--- config.mk ---
export PLATFORM = sky130hd
export DESIGN_NAME = alu_seq_exec
export DESIGN_NICKNAME = d
export VERILOG_FILES = /design/src/rtl/alu_seq_exec.sv
export SDC_FILE = /design/constraint.sdc
export NUM_CORES = 1
export LEC_CHECK = 0
export CAP_MARGIN = 20
export CELL_PAD_IN_SITES_DETAIL_PLACEMENT = 1
export CELL_PAD_IN_SITES_GLOBAL_PLACEMENT = 1
export CORE_ASPECT_RATIO = 1.5
export CORE_UTILIZATION = 43
export CTS_CLUSTER_DIAMETER = 150
export DETAILED_ROUTE_END_ITERATION = 12
export HOLD_SLACK_MARGIN = 0.15
export PLACE_DENSITY = 0.8
export REMOVE_ABC_BUFFERS = 1
export SLEW_MARGIN = 20
export SYNTH_ARGS = -nofsm -noshare
export SYNTH_HDL_FRONTEND = slang
export SYNTH_SLANG_ARGS = --single-unit
--- constraint.sdc ---
create_clock -name clk -period 5.2 [get_ports clk]
set_input_delay 0.52 -clock clk [delete_from_list [all_inputs] [get_ports clk]]
set_output_delay 0.52 -clock clk [all_outputs]
set_load 0.02 [all_outputs]
--- src/rtl/alu_seq_exec.sv ---
// EX-stage execution unit: AND/OR/ADD/SUB in one cycle, SLL one bit per cycle.
// Handshake: start is sampled only in IDLE; busy covers EXEC/SHIFT; done pulses for the one IDLE cycle after completion.
module alu_seq_exec #(
  parameter int WIDTH   = 64,
  parameter int SHAMT_W = 6
) (
  input  logic             clk,
  input  logic             reset,
  input  logic             start,
  input  logic [3:0]       operation,
  input  logic [WIDTH-1:0] a,
  input  logic [WIDTH-1:0] b,
  output logic [WIDTH-1:0] result,
  output logic             zero,
  output logic             illegal,
  output logic             busy,
  output logic             done,
  output logic [1:0]       dbg_state
);

  localparam logic [1:0] S_IDLE  = 2'd0;
  localparam logic [1:0] S_EXEC  = 2'd1;
  localparam logic [1:0] S_SHIFT = 2'd2;

  localparam logic [3:0] OP_AND = 4'b0000;
  localparam logic [3:0] OP_OR  = 4'b0001;
  localparam logic [3:0] OP_ADD = 4'b0010;
  localparam logic [3:0] OP_SUB = 4'b0110;
  localparam logic [3:0] OP_SLL = 4'b1000;

  logic [1:0]         r_state;
  logic [3:0]         r_op;
  logic [WIDTH-1:0]   r_a;
  logic [WIDTH-1:0]   r_b;
  logic [WIDTH-1:0]   r_sreg;
  logic [SHAMT_W-1:0] r_count;
  logic [WIDTH-1:0]   r_result;
  logic               r_zero;
  logic               r_illegal;
  logic               r_done;

  logic [SHAMT_W-1:0] w_shamt;
  logic [WIDTH-1:0]   w_alu;
  logic               w_legal;

  assign w_shamt = r_b[SHAMT_W-1:0];

  // SLL with shamt=0 completes here as a plain copy of A.
  always_comb begin
    w_alu   = '0;
    w_legal = 1'b1;
    case (r_op)
      OP_AND:  w_alu = r_a & r_b;
      OP_OR:   w_alu = r_a | r_b;
      OP_ADD:  w_alu = r_a + r_b;
      OP_SUB:  w_alu = r_a + ~r_b + WIDTH'(1);
      OP_SLL:  w_alu = r_a;
      default: begin
        w_alu   = '0;
        w_legal = 1'b0;
      end
    endcase
  end

  always_ff @(posedge clk) begin
    if (!reset) begin
      r_state   <= S_IDLE;
      r_op      <= '0;
      r_a       <= '0;
      r_b       <= '0;
      r_sreg    <= '0;
      r_count   <= '0;
      r_result  <= '0;
      r_zero    <= 1'b1;
      r_illegal <= 1'b0;
      r_done    <= 1'b0;
    end else begin
      r_done <= 1'b0;
      case (r_state)
        S_IDLE: begin
          if (start) begin
            r_op    <= operation;
            r_a     <= a;
            r_b     <= b;
            r_state <= S_EXEC;
          end
        end
        S_EXEC: begin
          if (r_op == OP_SLL && w_shamt != '0) begin
            r_sreg  <= r_a << 1;
            r_count <= w_shamt - SHAMT_W'(1);
            r_state <= S_SHIFT;
          end else begin
            r_result  <= w_alu;
            r_zero    <= (w_alu == '0);
            r_illegal <= ~w_legal;
            r_done    <= 1'b1;
            r_state   <= S_IDLE;
          end
        end
        S_SHIFT: begin
          if (r_count == '0) begin
            r_result  <= r_sreg;
            r_zero    <= (r_sreg == '0);
            r_illegal <= 1'b0;
            r_done    <= 1'b1;
            r_state   <= S_IDLE;
          end else begin
            r_sreg  <= r_sreg << 1;
            r_count <= r_count - SHAMT_W'(1);
          end
        end
        default: r_state <= S_IDLE;
      endcase
    end
  end

  assign result    = r_result;
  assign zero      = r_zero;
  assign illegal   = r_illegal;
  assign busy      = (r_state != S_IDLE);
  assign done      = r_done;
  assign dbg_state = r_state;

endmodule

==> run summary, run 1 <==
outcome: finished, final reports clean
Post-Route WL: 121 mm
gpl congestion: 1.04
Cell Rows: 103
die height: 286 microns
Seq cells post-synth: 270
CP endpoint kind: register
hpwl dp: 91.5 mm
TritonCTS clock tree: done
# nets final: 3781
Worst setup SP type: register
PwrDens: 271 nW/um^2
total track usage: 42.8%
sequential-to-total area share from yosys stat: 23.3%
Fillers: 6590
R2R depth: 19
vias after detailed routing: 27000
total die area: 54800 sq um
Register Area: 5410 sq um
synth unique cells: 97
min Tclk post-route: 5.12 ns
Slew Limit Fails: 0
Sw Ratio: 39.9%
maximum operating frequency: 195 MHz
Pre-antenna DRT Iters: 5
io pins: 205
worst min-delay path class: input port to register
Clk network pwr share: 30.8%
crit path max fanout: 8
clk root buf: clkbuf_16
fin crit share: 98.5%
vias in the first global route: 28900
EDFF count, synth: 0
synth warn: 0
largest net degree at the start of global routing: 88
first-pass GRT wire length: 176 mm
critical path data required time: 5.75 ns
kind of critical path: register to register
Worst Path Buf+Inv: 5
sequential fraction of design power: 32.2%
Slew @ Worst Pin: 1.26 ns
CP dominant cell by count: buf_4
top_reg_cell synth: dfxtp_1
multi-input logic area: 16300 sq um
Finish-stage setup viols: 0
combinational power share: 37.0%
P_sw: 2.99 mW
TritonCTS buffer count: 29
routed len/inst: 29.3 microns
top cells by area, synth: dfxtp_1 (23%), ha_1 (11%), nand2_1 (9.6%)
hold path depth: 2
PortBufs: 204
total gr overflow: 0
Layout Skew: 0.0260 ns
mapped cell area: 23200 sq um
worst path cell trace: inv_1 -> ha_1 -> buf_4 -> nand4_1 -> nor2_1 -> o211ai_1 -> buf_4 -> a31oi_2 -> nand3_1 -> a311o_1 -> a22oi_2 -> o211ai_1 -> nor4_1 -> buf_4 -> nand4_1 -> nor4bb_1 -> buf_4 -> nand4_1 -> o31ai_2
Die Width: 192 microns
VDD IR max: 300 uV
commonest non-fill, non-tap cells in the layout: nand2_1 (592), a21oi_1 (313), dfxtp_1 (267)
worst skew pair latency: 0.63 ns
post-route ant nets: 0
cell count after synthesis: 3285
max capacitance violation total: 0
Worst EP arrival: 5.67 ns
R2R Setup Slk: 0.08 ns
max_slew headroom: 15.5%
critical path depth in cells: 19
fin cells: 4141
CTS Sinks: 270
internal power: 4.50 mW
slowest cell on the critical path: ha_1
DRC: 0
placed cell count: 4083
fin worst setup slack: 0.0767 ns
Yosys top cell area share: 23.3%
share of cells above drive strength 1: 8.02%
Detailed Route Iter0 Violations: 2022
syn_area_per_cell: 7.05 sq um
pre-CTS setup slack: -0.106 ns
CTS clk-pin slew, worst paths: 0.08 ns
Via-to-Cell Ratio: 6.51
Max stage delay on crit path: 0.47 ns
Max Root-Sink Buffers: 3
Starting Density: 43.7%
cts hold-fix bufs: 0
Core Region: 53000 sq um
leakage: 11.1 nW
H-tree levels: 1
synth-to-layout area growth: 19.1%
asr flop ratio synth: 0%
post-route setup TNS: 0 ns
area leader, netlist: dfxtp_1
initial antenna violation count: 6
final hold vios: 0
Worst path top cell family by delay: simple AND/OR/NAND/NOR gates
commonest non-fill, non-tap cell in the layout: nand2_1
==> layer usage <==
layer	track usage, %	part of all wire, %	vias to the layer above	wire, microns
li1	-	-	11900	-
met1	42.2	34	13300	41700
met2	77.1	50	1191	60700
met3	6.30	5.6	545	6750
met4	38.0	9.9	4	12000
met5	0	0.023	-	28
==> power groups by stage <==
stage               Sequential [mW]  Clock [mW]  Combinational (mW)
global placement               2.42           0                2.56
finish                         2.41        2.31                2.77
detailed placement             2.44           0                2.64
global route                   2.42        2.38                2.90
CTS                            2.40        2.31                2.67
floorplan                      2.44           0                1.42
==> synth_stat cells (all sizes together) (8+ instances only) <==
| master | count |
|---|---|
| nand2 | 593 |
| a21oi | 320 |
| dfxtp | 270 |
| nor2 | 269 |
| ha | 209 |
| inv | 196 |
| clkbuf | 165 |
| o21ai | 161 |
| o211ai | 90 |
| a21boi | 89 |
| buf | 69 |
| o211a | 67 |
| nor4 | 61 |
| nor2b | 58 |
| nand4 | 53 |
| o22ai | 52 |
| xnor2 | 49 |
| o21a | 48 |
| o31ai | 42 |
| a211oi | 38 |
| nand3 | 38 |
| nor3 | 37 |
| a221oi | 32 |
| a21o | 30 |
| a31oi | 23 |
| o21bai | 19 |
| mux2i | 16 |
| and2 | 14 |
| a22oi | 13 |
| and3 | 13 |
| or4 | 11 |
| or2 | 10 |
| a211o | 9 |
| nand2b | 9 |
| a2111oi | 8 |
==> through the flow <==
step / power, mW / area [sq um] / hold slack, ns / utilization [%]
floorplan: 3.86 / 22200 / 0.453 / -
CTS: 7.38 / 27400 / 0.244 / 51.8
detailed placement: 5.08 / 26400 / 0.466 / 49.8
global route: 7.71 / 27600 / 0.259 / 52.1
global placement: 4.99 / 26400 / 0.445 / 49.8
finish: 7.48 / 27600 / 0.258 / 52.1
==> registers in the layout, indices dropped and copies added, names as in the netlist <==
register   cells
r_sreg        63
r_op           4
r_count        6
r_a           64
dbg_state      2
done           1
result        64
illegal        1
zero           1
r_b           64
==> path summary, 6_finish.rpt <==
path,from,end
setup / recovery,r_a[12]$_SDFFE_PN0P_,zero$_SDFFE_PN1P_
hold / removal,reset,result[18]$_SDFFE_PN0P_
setup reg to reg,r_a[12]$_SDFFE_PN0P_,zero$_SDFFE_PN1P_
hold reg to reg,result[62]$_SDFFE_PN0P_,result[62]$_SDFFE_PN0P_
==> logic make-up after synthesis <==
| logic type | Yosys count | synth area share (%) |
|---|---|---|
| AND/OR/NAND/NOR | 1201 | 23.4 |
| AO/OA/AOI/OAI | 1102 | 31.9 |
| buffers and inverters | 432 | 7.28 |
| flip-flops | 270 | 23.3 |
| adder cells (fa/ha/maj) | 211 | 11.5 |
| XOR/XNOR | 53 | 2.00 |
| multiplexers | 16 | 0.691 |
==> what timing repair did <==
item,CTS,global route
cloned,0,0
endpoints found under the hold margin,0,0
endpoints found under the setup margin,1,1
pin swaps,0,2
setup buffers,0,2
gates resized for setup,1,23
==> final cells by class <==
| cell class | instances | area share [%] |
|---|---|---|
| Antenna cell | 3 | 0.0272 |
| Tap cell | 682 | 3.09 |
| Clock inverter | 12 | 0.599 |
| Multi-Input combinational cell | 2583 | 59.0 |
| Sequential cell | 270 | 19.6 |
| Clock buffer | 40 | 3.11 |
| Inverter | 198 | 2.70 |
| Timing Repair Buffer | 353 | 11.8 |
Power figures use the tool's default switching activity.
==> run 2: changes to the inputs <==
--- a/config.mk
+++ b/config.mk
@@ -10,7 +10,6 @@
 export CELL_PAD_IN_SITES_GLOBAL_PLACEMENT = 1
 export CORE_ASPECT_RATIO = 1.5
 export CORE_UTILIZATION = 43
-export CTS_CLUSTER_DIAMETER = 150
 export DETAILED_ROUTE_END_ITERATION = 12
 export HOLD_SLACK_MARGIN = 0.15
 export PLACE_DENSITY = 0.8
==> results of run 2 <==
No change in the layout: final DEF, timing and power equal those of run 1.
==> run 3: changes to the inputs <==
--- a/config.mk
+++ b/config.mk
@@ -10,6 +10,7 @@
 export CELL_PAD_IN_SITES_GLOBAL_PLACEMENT = 1
 export CORE_ASPECT_RATIO = 1.5
 export CORE_UTILIZATION = 43
+export CTS_CLUSTER_SIZE = 16
 export DETAILED_ROUTE_END_ITERATION = 12
 export HOLD_SLACK_MARGIN = 0.15
 export PLACE_DENSITY = 0.8
==> run summary, run 3 (synthesis results as in run 1) <==
outcome: finished, final reports clean
WHS Endpoint: result[18]$_SDFFE_PN0P_
Hold WS: 0.258 ns
Post-Route WL: 121 mm
TritonCTS clock tree: done
PwrDens: 271 nW/um^2
leakage: 11.0 nW
total die area: 54800 sq um
total track usage: 42.8%
vias in the first global route: 28900
initial antenna violation count: 5
critical path data required time: 5.75 ns
Fillers: 6603
post-route ant nets: 0
CTS clk-pin slew, worst paths: 0.08 ns
worst min-delay path class: input port to register
CTS Sinks: 270
Slew @ Worst Pin: 1.18 ns
max_slew headroom: 20.8%
Detailed Route Iter0 Violations: 1826
Die Width: 192 microns
commonest non-fill, non-tap cell in the layout: nand2_1
largest net degree at the start of global routing: 88
Cell Rows: 103
total power: 7.46 mW
R2R Setup Slk: 0.11 ns
Max Root-Sink Buffers: 3
Worst EP arrival: 5.64 ns
gpl congestion: 1.04
TritonCTS buffer count: 29
pre-CTS setup slack: -0.106 ns
VDD IR max: 301 uV
die height: 286 microns
Finish-stage setup viols: 0
commonest non-fill, non-tap cells in the layout: nand2_1 (592), a21oi_1 (313), dfxtp_1 (267)
Slew Limit Fails: 0
Worst setup SP type: register
design area: 27600 sq um
vias after detailed routing: 27100
placed cell area: 26400 sq um
Core Region: 53000 sq um
Layout Skew: 0.0194 ns
RR Startpoint: r_a[12]$_SDFFE_PN0P_
fin crit share: 97.9%
R2R depth: 19
Via-to-Cell Ratio: 6.53
routed len/inst: 29.1 microns
share of cells above drive strength 1: 7.99%
DRC: 0
RR Endpoint: zero$_SDFFE_PN1P_
min Tclk post-route: 5.09 ns
H-tree levels: 1
worst skew pair latency: 0.63 ns
Starting Density: 43.7%
CP endpoint kind: register
RSZ-0062 raised after global routing: no
hpwl dp: 91.5 mm
min-delay src: reset
fin worst setup slack: 0.108 ns
hold path depth: 2
io pins: 205
crit path max fanout: 8
# nets final: 3780
max capacitance violation total: 0
final hold vios: 0
maximum operating frequency: 196 MHz
Pre-antenna DRT Iters: 5
PortBufs: 204
synth-to-layout area growth: 19.0%
first-pass GRT wire length: 176 mm
clk root buf: clkbuf_16
kind of critical path: register to register
total gr overflow: 0
-- run 3: changes by cell type in the layout (fill, tap and decap cells not counted), sizes merged --
cell    before  now
buf        150  149
clkbuf      40   41
diode        3    4
-- run 3: cell type report --
type | instances | area, sq um | area share (%)
multi-input combinational | 2583 | 16300 | 59.1
sequential | 270 | 5410 | 19.6
timing repair buffer | 352 | 3240 | 11.8
tap | 682 | 853 | 3.09
clock buffer | 41 | 852 | 3.09
inverter | 198 | 744 | 2.70
clock inverter | 12 | 165 | 0.599
antenna | 4 | 10.0 | 0.0363
-- run 3: metrics by stage --
step | util (%) | TNS (ns) | cells
floorplan | - | -251.51 | 3051
global placement | 49.8 | -0.0491 | 4083
detailed placement | 49.8 | -0.106 | 4083
CTS | 51.8 | 0 | 4136
global route | 52.1 | 0 | 4141
finish | 52.1 | 0 | 4142
-- run 3: how the worst max path moves through the flow --
| stage | from | to | cells past startpoint |
|---|---|---|---|
| floorplan | r_op[3]$_SDFFE_PN0P_ | r_count[2]$_SDFFE_PN0P_ | 8 |
| global placement | r_a[12]$_SDFFE_PN0P_ | zero$_SDFFE_PN1P_ | 18 |
| detailed placement | r_a[12]$_SDFFE_PN0P_ | zero$_SDFFE_PN1P_ | 18 |
| CTS | r_a[22]$_SDFFE_PN0P_ | zero$_SDFFE_PN1P_ | 16 |
| global route | r_a[35]$_SDFFE_PN0P_ | zero$_SDFFE_PN1P_ | 19 |
| finish | r_a[12]$_SDFFE_PN0P_ | zero$_SDFFE_PN1P_ | 19 |
-- run 3: worst max-delay path: stages (launching register included) --
cell and delay [ns]:
dfxtp_1 0.40, inv_1 0.08, ha_1 0.47, buf_4 0.23, nand4_1 0.17, nor2_1 0.33
o211ai_1 0.15, buf_4 0.19, buf_4 0.14, a31o_2 0.27, o2bb2ai_4 0.29, o311ai_0 0.23
nand3_1 0.16, nand3_1 0.25, nor4b_1 0.43, nand4_1 0.28, nor4bb_1 0.35, buf_4 0.19
nand4_1 0.18, o31ai_2 0.22
-- run 3: timing repair --
item                                    in CTS  in global routing
hold buffers                                 0                  0
pin swaps                                    0                  2
cloned                                       0                  0
gates resized for setup                      1                 24
buffers inserted                             0                  2
endpoints found under the setup margin       1                  1
-- run 3: layer usage --
metal / track usage (%) / share of wire [%]
met1: 42.2 / 34
met5: 0 / 0.023
met2: 77.0 / 50
met3: 5.87 / 5.8
met4: 38.6 / 9.9
-- run 3: power breakdown --
| group | total [mW] | switching, mW | leakage (nW) | internal (mW) |
|---|---|---|---|---|
| combinational | 2.76 | 1.79 | 8.33 | 0.971 |
| sequential | 2.41 | 0.192 | 2.22 | 2.22 |
| clock | 2.29 | 0.998 | 0.492 | 1.30 |
| total | 7.46 | 2.98 | 11.0 | 4.49 |
==> RTL edit, RTL diff (settings of run 2) <==
Change the parameter `SHAMT_W` from 6 to 4.
--- a/src/rtl/alu_seq_exec.sv
+++ b/src/rtl/alu_seq_exec.sv
@@ -2,7 +2,7 @@
 // Handshake: start is sampled only in IDLE; busy covers EXEC/SHIFT; done pulses for the one IDLE cycle after completion.
 module alu_seq_exec #(
   parameter int WIDTH   = 64,
-  parameter int SHAMT_W = 6
+  parameter int SHAMT_W = 4
 ) (
   input  logic             clk,
   input  logic             reset,
Check against the original RTL: not equivalent (a bounded check fails within 4 cycles, from zero or initial values and one cycle with reset low).
==> RTL edit against run 2 <==
- critical path depth shrank 5
- wire length shrank 3.4%
- sequential power shrank 2%
- final area is 4.4% lower
- area after synthesis fell by 3.1%
- hold slack better by 0.18 ns
- largest power group unchanged
- worst setup slack gained 0.018 ns
- total power fell by 2.7%
- sequential cell count is 2 lower
==> RTL edit: results (changes against run 2) <==
Global Route Usage Sum 42.5% (-0.33 points); VDD IR max 0.321 mV (+6.9%); sequential fraction of the synthesis area 23.9% (+0.57 points); top cells by area, synth dfxtp_1, ha_1, nand2_1; prevailing post-synth register cell dfxtp_1; Reg2Reg Depth 14 (-5); share of layout cells above drive strength 1 6.38% (-1.6 points); Vias/cell 6.49 (-0.33%); Max stage delay on crit path 1.00 ns (+0.53 ns); number of DRC markers in iteration 0 1828 (-9.6%); Pre-Repair DR Iteration Count 5 (unchanged); Lkg Pwr 9.75 nW (-12%); buffers added on ports 204 (unchanged); status finished clean; root cell of the clock tree clkbuf_16; clock transition at the registers of the reported paths around 0.07 ns; Crit Path Category reg2reg; hold path cells 3 (+1); clock latency on the worst-skew pair 0.64 ns; CP top delay family simple AND/OR/NAND/NOR gates; skew final 0.0323 ns (+0.00629 ns); RR Endpoint zero; top cells by count, synth nand2_1, a21oi_1, nor2_1; Synth Cell Area 22500 sq um (-3.1%); CTS buffer count 30 (+3.4%); fraction of registers with async set/reset 0% (unchanged); antenna cell count 0 (-3); CTS HTree Levels 1 (unchanged); Synth cell types 96 (-1.0%); Clock Tree Buf Depth 3 (unchanged); worst r2r src r_op[0]; slowest cell on the critical path nor4_1; vias in the first global route 27700 (-3.9%); worst path arrival time 5.69 ns (+0.02 ns); HP Class in2reg; setup slack, reg-to-reg 0.09 ns (+0.02 ns); global-route wire length before repair 170000 um (-3.4%); detailed placement HPWL 88500 um (-3.3%); slew margin rel. 21.7% (+6.2 points); Yosys warning total 0 (unchanged); CP max FO 43 (+35); GPL Wtd Cong 1.07 (+2.8%); largest net degree at the start of global routing 174 (+98%); fin nets 3710 (-1.9%); initial antenna violation count 1 (-5); final wirelength 117000 um (-3.4%)
-- RTL edit: per-layer routing --
| metal | routed length, um | global-route usage, % | up-vias |
|---|---|---|---|
| li1 | - | - | 11700 |
| met1 | 40300 | 42.0 | 12900 |
| met2 | 58200 | 76.3 | 1172 |
| met3 | 6610 | 6.67 | 526 |
| met4 | 11900 | 38.8 | 2 |
| met5 | 13 | 0 | - |
-- RTL edit: cell type report --
cell class                      instances  area (sq um)
Fill cell                            6532         25200
Multi-Input combinational cell       2549         15500
Sequential cell                       268          5370
Timing Repair Buffer                  303          2830
Tap cell                              676           846
Clock buffer                           40           818
Inverter                              212           803
Clock inverter                         14           231
-- RTL edit: report_power, final --
group	switching (W)	internal [W]	leakage (nW)	total (W)
combinational	0.00170	0.000857	7.04	0.00256
clock	0.000998	0.00136	0.514	0.00235
sequential	0.000179	0.00219	2.20	0.00237
-- RTL edit: kinds of logic after synthesis --
family / share of synthesized area [%]
compound gates: 30.0
xor+xnor: 1.91
fa+ha+maj: 11.8
buf+inv: 7.60
flops: 23.9
mux: 0.897
simple gates: 23.9
-- RTL edit: worst min-delay path: stages --
cell,delay (ns)
clkdlybuf4s50_1,0.40
nand2_1,0.06
a21oi_1,0.05
-- RTL edit: stage by stage --
stage                     utilization, %  instances  area, sq um  TNS (ns)  setup slack [ns]
final                               51.1       4062        26400         0            0.0949
after global routing                51.1       4062        26400         0           0.00256
after CTS                           51.0       4060        26300         0            0.0234
after detailed placement            49.0       4006        25200    -0.241            -0.241
after global placement              49.0       4006        25200    -0.242            -0.242
after floorplan                        -       3029        21500   -216.02             -2.76
-- RTL edit: how the worst min path moves through the flow --
stage               start    endpoint  slack, ns
2_1_floorplan     r_b[10]     r_b[10]       0.45
3_3_place_gp    result[2]   result[2]       0.44
3_5_place_dp   result[63]  result[63]       0.46
4_1_cts             b[56]     r_b[56]       0.43
5_1_grt             b[29]     r_b[29]       0.45
6_report            b[56]     r_b[56]       0.44
-- RTL edit: timing repair --
action | in CTS | in global routing
setup buffers | 0 | 1
pin swaps | 0 | 1
cloned | 0 | 0
setup endpoints to repair | 1 | 1
gates resized for setup | 2 | 6
